===== src/rtl/alu_pkg.sv =====
// Shared definitions for the shared-ALU sequencer: ALU op codes, the
// op-code legality check and the controller state encoding.
package alu_pkg;

  localparam logic [3:0] ALU_AND = 4'b0000;
  localparam logic [3:0] ALU_OR  = 4'b0001;
  localparam logic [3:0] ALU_ADD = 4'b0010;
  localparam logic [3:0] ALU_SUB = 4'b0110;
  localparam logic [3:0] ALU_SLT = 4'b0111;
  localparam logic [3:0] ALU_NOR = 4'b1100;

  localparam logic [1:0] IDLE = 2'd0;
  localparam logic [1:0] EXEC = 2'd1;
  localparam logic [1:0] RESP = 2'd2;

  // True only for the six op codes the ALU implements.
  function automatic logic is_legal_op(input logic [3:0] op);
    logic legal;
    case (op)
      ALU_AND, ALU_OR, ALU_ADD, ALU_SUB, ALU_SLT, ALU_NOR: legal = 1'b1;
      default:                                             legal = 1'b0;
    endcase
    return legal;
  endfunction

endpackage


===== src/rtl/alu.sv =====
// Combinational 32-bit ALU. Illegal op codes produce a zero result.
// SLT is an unsigned compare; ADD/SUB wrap modulo 2^32.
module alu
  import alu_pkg::*;
(
  input  logic [3:0]  alu_ctrl,
  input  logic [31:0] a,
  input  logic [31:0] b,
  output logic [31:0] result,
  output logic        zero
);

  // Op-code decode and zero detect.
  always_comb begin
    result = 32'd0;
    case (alu_ctrl)
      ALU_AND: result = a & b;
      ALU_OR:  result = a | b;
      ALU_ADD: result = a + b;
      ALU_SUB: result = a - b;
      ALU_SLT: result = (a < b) ? 32'd1 : 32'd0;
      ALU_NOR: result = ~(a | b);
      default: result = 32'd0;
    endcase
    zero = (result == 32'd0);
  end

endmodule


===== src/rtl/rr_arbiter.sv =====
// Round-robin arbiter: grants the first asserted valid found searching
// upward from last_grant+1, wrapping at NUM_REQ-1 -> 0. No grant when
// enable is low.
module rr_arbiter #(
  parameter  int NUM_REQ = 2,
  localparam int ID_W    = $clog2(NUM_REQ)
) (
  input  logic [NUM_REQ-1:0] valid,
  input  logic [ID_W-1:0]    last_grant,
  input  logic               enable,
  output logic [NUM_REQ-1:0] grant,
  output logic [ID_W-1:0]    grant_idx
);

  int             idx_s;
  logic [ID_W-1:0] cand_s;
  logic           found_s;

  // Rotating priority search; the first hit wins so the grant is one-hot.
  always_comb begin
    grant     = '0;
    grant_idx = '0;
    found_s   = 1'b0;
    idx_s     = 0;
    cand_s    = '0;
    if (enable) begin
      for (int i = 1; i <= NUM_REQ; i++) begin
        idx_s = int'(last_grant) + i;
        if (idx_s >= NUM_REQ) begin
          idx_s = idx_s - NUM_REQ;
        end else begin
          idx_s = idx_s;
        end
        cand_s = ID_W'(idx_s);
        if (!found_s && valid[cand_s]) begin
          found_s       = 1'b1;
          grant[cand_s] = 1'b1;
          grant_idx     = cand_s;
        end else begin
          found_s = found_s;
        end
      end
    end else begin
      grant     = '0;
      grant_idx = '0;
    end
  end

endmodule


===== src/rtl/alu_share_ctrl.sv =====
// Time-shares one ALU between NUM_REQ requesters. A request is granted
// round-robin in IDLE, its operands are registered, the ALU result is
// registered after one EXEC cycle, and it is then held on the response
// channel until accepted.
module alu_share_ctrl
  import alu_pkg::*;
#(
  parameter  int NUM_REQ = 2,
  localparam int ID_W    = $clog2(NUM_REQ)
) (
  input  logic                  clk,
  input  logic                  rst_n,
  input  logic [NUM_REQ-1:0]    req_valid,
  output logic [NUM_REQ-1:0]    req_ready,
  input  logic [4*NUM_REQ-1:0]  req_op,
  input  logic [32*NUM_REQ-1:0] req_a,
  input  logic [32*NUM_REQ-1:0] req_b,
  output logic                  rsp_valid,
  input  logic                  rsp_ready,
  output logic [ID_W-1:0]       rsp_id,
  output logic [31:0]           rsp_result,
  output logic                  rsp_zero,
  output logic                  rsp_err,
  output logic                  busy
);

  logic [1:0]         state_r;
  logic               busy_r;
  logic [ID_W-1:0]    last_grant_r;
  logic [ID_W-1:0]    gnt_r;
  logic [3:0]         op_r;
  logic [31:0]        a_r;
  logic [31:0]        b_r;
  logic               rsp_valid_r;
  logic [ID_W-1:0]    rsp_id_r;
  logic [31:0]        rsp_result_r;
  logic               rsp_zero_r;
  logic               rsp_err_r;

  logic               arb_en_s;
  logic [NUM_REQ-1:0] grant_s;
  logic [ID_W-1:0]    grant_idx_s;
  logic [3:0]         sel_op_s;
  logic [31:0]        sel_a_s;
  logic [31:0]        sel_b_s;
  logic [31:0]        alu_result_s;
  logic               alu_zero_s;

  // Grants are only offered in IDLE and never while reset is applied.
  assign arb_en_s = (state_r == IDLE) & rst_n;

  rr_arbiter #(.NUM_REQ(NUM_REQ)) u_arb (
    .valid      (req_valid),
    .last_grant (last_grant_r),
    .enable     (arb_en_s),
    .grant      (grant_s),
    .grant_idx  (grant_idx_s)
  );

  assign req_ready = grant_s;

  // One-hot mux of the granted requester's operands.
  always_comb begin
    sel_op_s = 4'd0;
    sel_a_s  = 32'd0;
    sel_b_s  = 32'd0;
    for (int i = 0; i < NUM_REQ; i++) begin
      sel_op_s = sel_op_s | (req_op[4*i +: 4]  & {4{grant_s[i]}});
      sel_a_s  = sel_a_s  | (req_a[32*i +: 32] & {32{grant_s[i]}});
      sel_b_s  = sel_b_s  | (req_b[32*i +: 32] & {32{grant_s[i]}});
    end
  end

  alu u_alu (
    .alu_ctrl (op_r),
    .a        (a_r),
    .b        (b_r),
    .result   (alu_result_s),
    .zero     (alu_zero_s)
  );

  // Sequencer: accept in IDLE, register ALU outputs in EXEC, hold in RESP.
  always_ff @(posedge clk or negedge rst_n) begin
    if (!rst_n) begin
      state_r      <= IDLE;
      busy_r       <= 1'b0;
      last_grant_r <= ID_W'(NUM_REQ - 1);
      gnt_r        <= '0;
      op_r         <= 4'd0;
      a_r          <= 32'd0;
      b_r          <= 32'd0;
      rsp_valid_r  <= 1'b0;
      rsp_id_r     <= '0;
      rsp_result_r <= 32'd0;
      rsp_zero_r   <= 1'b0;
      rsp_err_r    <= 1'b0;
    end else begin
      case (state_r)
        IDLE: begin
          if (|grant_s) begin
            gnt_r   <= grant_idx_s;
            op_r    <= sel_op_s;
            a_r     <= sel_a_s;
            b_r     <= sel_b_s;
            state_r <= EXEC;
            busy_r  <= 1'b1;
          end else begin
            state_r <= IDLE;
            busy_r  <= 1'b0;
          end
        end
        EXEC: begin
          rsp_result_r <= alu_result_s;
          rsp_zero_r   <= alu_zero_s;
          rsp_err_r    <= ~is_legal_op(op_r);
          rsp_id_r     <= gnt_r;
          rsp_valid_r  <= 1'b1;
          state_r      <= RESP;
          busy_r       <= 1'b1;
        end
        RESP: begin
          if (rsp_ready) begin
            rsp_valid_r  <= 1'b0;
            last_grant_r <= gnt_r;
            state_r      <= IDLE;
            busy_r       <= 1'b0;
          end else begin
            state_r      <= RESP;
            busy_r       <= 1'b1;
          end
        end
        default: begin
          state_r     <= IDLE;
          busy_r      <= 1'b0;
          rsp_valid_r <= 1'b0;
        end
      endcase
    end
  end

  assign rsp_valid  = rsp_valid_r;
  assign rsp_id     = rsp_id_r;
  assign rsp_result = rsp_result_r;
  assign rsp_zero   = rsp_zero_r;
  assign rsp_err    = rsp_err_r;
  assign busy       = busy_r;

endmodule


===== config.mk =====
export PLATFORM = sky130hd
export DESIGN_NAME = alu_share_ctrl
export DESIGN_NICKNAME = d
export VERILOG_FILES = /design/src/rtl/alu_pkg.sv /design/src/rtl/alu.sv /design/src/rtl/rr_arbiter.sv /design/src/rtl/alu_share_ctrl.sv
export SDC_FILE = /design/constraint.sdc
export NUM_CORES = 1
export LEC_CHECK = 0
export BUFFER_PORTS_ARGS = -buffer_cell sky130_fd_sc_hd__buf_4
export CAP_MARGIN = 30
export CORE_AREA = 2 2 171 173
export DETAILED_ROUTE_END_ITERATION = 8
export DIE_AREA = 0 0 173 175
export SYNTH_ARGS = -nofsm -noshare
export SYNTH_HDL_FRONTEND = slang
export SYNTH_SLANG_ARGS = --single-unit

===== constraint.sdc =====
create_clock -name clk -period 4.8 [get_ports clk]
set_clock_uncertainty 0.15 [all_clocks]
set_input_delay 1.2 -clock clk [delete_from_list [all_inputs] [get_ports clk]]
set_output_delay 1.2 -clock clk [all_outputs]
set_load 0.02 [all_outputs]

# Word level (Yosys, flattened, before mapping)
# Index checks and enable logic that the tools add are counted.
dict set report totals {
  ff_bits 109
  out_inout_bits 39
}
dict set report classes {
  addsub 6
  n_lt_le_gt_ge 7
  eq_ne 8
  muxes 33
  bitwise 16
  reduce_logical 12
}
# op n
set op_table {}
lappend op_table {{$pmux W32 S6} 1}
lappend op_table {{$and A32 B32 Y32} 5}
lappend op_table {{$or A32 B32 Y32} 3}
lappend op_table {{$add A32 B32 Y32} 1}
lappend op_table {{$logic_not A32 Y1} 1}
lappend op_table {{$lt A32 B32 Y1} 1}
lappend op_table {{$not A32 Y32} 1}
lappend op_table {{$sub A32 B32 Y32} 1}
lappend op_table {{$mux W1} 22}
lappend op_table {{$mux W2} 5}
lappend op_table {{$and A4 B4 Y4} 2}
lappend op_table {{$eq A4 B3 Y1 const B} 2}
lappend op_table {{$pmux W1 S3} 2}
lappend op_table {{$pmux W2 S3} 1}
lappend op_table {{$reduce_and A2 Y1} 3}
lappend op_table {{$reduce_or A6 Y1} 1}
lappend op_table {{$eq A4 B1 Y1 const B} 1}
lappend op_table {{$eq A4 B2 Y1 const B} 1}
lappend op_table {{$eq A4 B4 Y1 const B} 1}
lappend op_table {{$logic_not A4 Y1} 1}
lappend op_table {{$lt A1 B2 Y1 const B} 2}
lappend op_table {{$or A4 B4 Y4} 1}
lappend op_table {{$add A1 B2 Y3 const B} 1}
lappend op_table {{$ge A3 B2 Y1 const B} 1}
lappend op_table {{15 further kinds} 21}

# Logic depth before layout (Yosys ltp)
dict set report depth {
  depth_word 16
  mapped_depth 14
  mapped_depth_nobuf 14
}

# Modules after synthesis
# From an unflattened synthesis, not the netlist that was laid out.
dict set report hier_totals {
  cells_unflattened 1372
  hier_area_um2 11270.8
}
# module instances cells_per_inst area_per_inst_um2
set by_module_without_submodules {}
lappend by_module_without_submodules {alu 1 968 6451.2}
lappend by_module_without_submodules {alu_share_ctrl 1 398 4793.3}
lappend by_module_without_submodules {rr_arbiter 1 6 26.3}

# Worst setup path before layout
# No wires, ideal clock.
dict set report synth_path {
  path_kind {register to register}
  startpoint {register a_r[3]}
  endpoint {register rsp_zero_r, in the netlist rsp_zero}
  setup_time_ps 95
  arrival_time_ps 3409
  required_ps 4555
  path_slack_ps 1145
  path_stages_with_launch 15
  path_buffers 1
  synth_period_minus_slack_ps 3655
  path_cell_list {dfrtp_1 > inv_1 > ha_1 > buf_2 > nor3b_1 > a211o_1 > o21ai_2 > a21oi_1 > or4b_2 > a2bb2oi_1 > nand4_1 > nor4_1 > nand4_1 > or4b_1 > o31ai_1}
}
dict set report synth_via {
  elab_chain_len 4
  elab_cells_between_ends 9
  cone_classes {2 x add/sub; 1 x order compare; 2 x mux; 3 x bitwise; 1 x reduce/logical}
}
# item line_no
set synth_rtl {}
lappend synth_rtl {{from (decl)} alu_share_ctrl.sv:32} ;# logic [31:0] a_r;
lappend synth_rtl {{from (signal assigned)} alu_share_ctrl.sv:103} ;# a_r <= sel_a_s;
lappend synth_rtl {{$lt A32 B32 Y1 / $or A32 B32 Y32 (equally long branches)} {alu.sv:21, alu.sv:18, alu.sv:22}}
lappend synth_rtl {{$mux W1 / $not A32 Y32 (equally long branches)} {alu.sv:21, alu.sv:22}}
lappend synth_rtl {{$pmux W32 S6 *} alu.sv:16} ;# case (alu_ctrl)
lappend synth_rtl {{$logic_not A32 Y1 *} alu.sv:25} ;# zero = (result == 32'd0);
lappend synth_rtl {{to (signal assigned)} alu_share_ctrl.sv:114} ;# rsp_zero_r <= alu_zero_s;
lappend synth_rtl {{to (decl)} alu_share_ctrl.sv:37} ;# logic rsp_zero_r;
# Mark *: on every way between the ends. The rest lies on a longest branch, timed or not.
# A chain may end at the register's enable or synchronous reset.

# Worst setup path after layout
dict set report layout_path {
  startpoint {register a_r[2]}
  endpoint {register rsp_zero_r, in the netlist rsp_zero}
}
# The elaborated chain is that of the path after synthesis.

==> key figures <==
Routing
  • Routed wire per std cell: 20.3 um
  • Total iterations of the first detailed-routing run: 5
  • Met2 WL: 15600 um
  • Met3 routed WL: 2500 um
  • Remaining antenna violation count after routing: 0
  • First DRT Iteration DRCs: 948
  • Uppermost routed layer: met4
  • Avg Vias per Cell: 5.77
  • Vias: 10110
  • M1 WL: 16600 um
  • Detailed-route DRC error count: 0
  • Final WL: 35500 um

Global route
  • Initial antenna violation count: 0
  • GRT Overall Usage: 0.231
  • Vias in the first global route: 9798
  • First-pass GRT wire length: 55800 um
  • Largest net degree at the start of global routing: 70
  • GR Overflow Total: 0

Die
  • Row count: 62
  • Chip width: 173 um
  • DIE AREA: 0.0303 mm2
  • Die height: 175 um
  • Core area: 0.0284 mm2
  • Io pins: 180
  • Initial core utilization: 0.346

Timing
  • Slew headroom: 0.400
  • Final Max Slew Viols: 0
  • Slew @ Worst Pin: 0.898 ns
  • Peak Freq: 223 MHz
  • Tcrit/Tclk final: 0.936
  • Final hold vios: 0
  • Hold slack: 0.333 ns
  • RSZ-0062 raised after global routing: false
  • Setup tns final: 0 ns
  • Final setup fails: 0
  • Tmin final: 4.49 ns

Clocking
  • Worst skew pair latency: 0.38 ns
  • Cts bufs inserted: 9
  • CTS max path bufs: 2
  • Root buffer cell: clkbuf_16
  • Clk slew on worst S/H paths: 0.08 ns
  • Sink Count: 109
  • CTS tree: built
  • H-tree depth: 3

Outcome
  • Status: finished clean

Setup path
  • CP endpoint: rsp_zero
  • Reg-to-Reg End: rsp_zero
  • Required time of the critical path: 4.93 ns
  • Critical path arrival: 4.62 ns
  • WS Path Type: reg -> reg
  • CP peak stage delay: 0.55 ns
  • Crit Path Max Fanout: 8
  • CP Cell Sequence: inv_1 > ha_1 > nor2b_1 > o2111ai_1 > nand2_1 > xor2_1 > a211o_1 > nor4_1 > nand4_1 > nor4_1 > nand4_1 > or4b_1 > o31ai_1
  • Worst r2r path cells: 13
  • Crit. End Element: flop
  • CP startpoint kind: flop
  • CP startpoint: a_r[2]
  • Crit Reg-Reg Startpoint: a_r[2]
  • Slowest CP cell: or4b_1
  • FF-to-FF setup slack: 0.31 ns

Placed design
  • Routability cong.: 0.929
  • HPWL Detailed: 26700 um
  • Placed cell areas: 0.0115 mm2
  • IO Port Bufs: 179

Power and ir drop
  • Peak supply drop: 0.243 mV
  • Tot Pwr: 0.00997 W
  • Leak: 5.41 nW
  • PwrDens: 839 mW/mm2

Yosys
  • Sequential area share after synthesis: 0.278
  • Post-synth ARST share: 1.00
  • Synth Instances: 1230
  • Post-synth EDFFs: 0
  • Syn. warnings: 0
  • Netlist cell types: 83
  • Post-Syn Area: 0.00982 mm2
  • Post-Syn Area per Cell: 7.98 um2
  • Syn Nets: 1476
  • Top FF cell, synth: dfrtp_1
  • #FFs+latches synth: 109

Flow run
  • Max-cap violation count: 0

Worst hold path
  • Tightest Hold Check Type: reg -> reg

Final layout
  • Final #Nets: 1610
  • Layout fillers: 2931
  • Synth-to-layout area growth: 21.0%
  • Fraction of layout cells with a size suffix above 1: 0.186
  • Ant diodes: 0
  • Design Area, Final: 0.0119 mm2
area by class of cell:
type                            count  area (um2)  share of cell area
Multi-Input combinational cell    940        6430               0.541
Inverter                           98         368              0.0310
Clock inverter                      5        82.6             0.00695
Clock buffer                       11         243              0.0204
Sequential cell                   109        2730               0.230
Tap cell                          384         480              0.0404
Timing Repair Buffer              206        1550               0.130
worst max-delay path, delay by kind of cell, from the launching register on:
family | cells | cell delay, ns
AOI/OAI and AO/OA | 3 | 1.10
xor gates and xnor gates | 1 | 0.21
adders and majority gates | 1 | 0.43
buffers and inverters | 1 | 0.06
DFF | 1 | 0.38
and+or+nand+nor | 7 | 2.06
synth_stat cells (10+ instances only):
cell,n,area share
o21bai_1,14,0.011
nand2_1,98,0.037
nand2b_1,14,0.0089
nand3_1,17,0.0087
clkbuf_1,63,0.024
a31oi_1,10,0.0064
nor3_1,20,0.010
a221o_1,16,0.016
a21o_1,20,0.015
buf_2,12,0.0061
nor4_1,14,0.0089
nor2_1,89,0.034
nor2b_1,18,0.011
nand4_1,13,0.0083
dfrtp_1,108,0.28
a22oi_1,78,0.060
a221oi_1,20,0.018
a21oi_1,75,0.038
o21ai_0,137,0.070
ha_1,103,0.13
inv_1,97,0.037
registers in the layout, indices dropped and copies added, names as in the netlist:
name / cells
b_r: 32
a_r: 32
busy: 1
op_r: 4
rsp_result: 32
state_r: 2
gnt_r: 1
rsp_err: 1
last_grant_r: 1
rsp_id: 1
rsp_zero: 1
rsp_valid: 1
through the flow:
step           std cells   util  setup WS, ns
6_report            1753  0.418         0.309
5_1_grt             1753  0.418        0.0537
4_1_cts             1753  0.417         0.290
3_5_place_dp        1737  0.406         0.318
3_3_place_gp        1737  0.406         0.289
2_1_floorplan       1230      -          1.15
cells by family (layout without fill, tap and decap cells):
kind of cell               count (synthesis)  count (layout)  share of synthesized area
AOI/OAI and AO/OA                        481             481                      0.330
adders and majority gates                105             105                      0.135
buffers and inverters                    181             320                     0.0723
and+or+nand+nor                          340             340                      0.172
muxes                                      5               5                    0.00523
DFF                                      109             109                      0.278
xor gates and xnor gates                   9               9                    0.00803
routing by layer:
metal / track usage / vias up
li1: - / 4778
met1: 0.337 / 4842
met2: 0.358 / 446
met3: 0.0276 / 44
met4: 0.0689 / 0
met5: 0 / -
repair_timing:
item                                   4_1_cts  5_1_grt
endpoints found under the hold margin        0        0
buffers inserted                             0        0
hold buffers                                 0        0
setup endpoints to repair                    0        1
resized for setup                            0        5
placed cells by master (no fill, tap or decap), types with 18 or more instances in the layout:
| cell type | n |
|---|---|
| a21o_1 | 20 |
| a21oi_1 | 75 |
| a221oi_1 | 19 |
| a22oi_1 | 78 |
| buf_4 | 206 |
| dfrtp_1 | 108 |
| ha_1 | 103 |
| inv_1 | 97 |
| nand2_1 | 98 |
| nor2_1 | 89 |
| nor2b_1 | 18 |
| nor3_1 | 20 |
| o21ai_0 | 136 |
worst min path at each step:
stage / to / slack [ns] / depth (start not counted) / startpoint
finish: rsp_result[30] / 0.33 / 2 / rsp_result[30]
global route: rsp_result[25] / 0.35 / 2 / rsp_result[25]
CTS: rsp_result[25] / 0.34 / 2 / rsp_result[25]
detailed placement: rsp_result[25] / 0.32 / 2 / rsp_result[25]
global placement: rsp_valid / 0.31 / 1 / rsp_valid
floorplan: last_grant_r / 0.31 / 2 / last_grant_r
power breakdown:
group	switching (W)	total [W]	leakage [nW]	internal, W
registers	0.000368	0.00171	1.35	0.00135
clock network	0.000400	0.000877	0.161	0.000477
logic	0.00470	0.00738	3.90	0.00268
total	0.00547	0.00997	5.41	0.00451
Power figures use the tool's default switching activity.
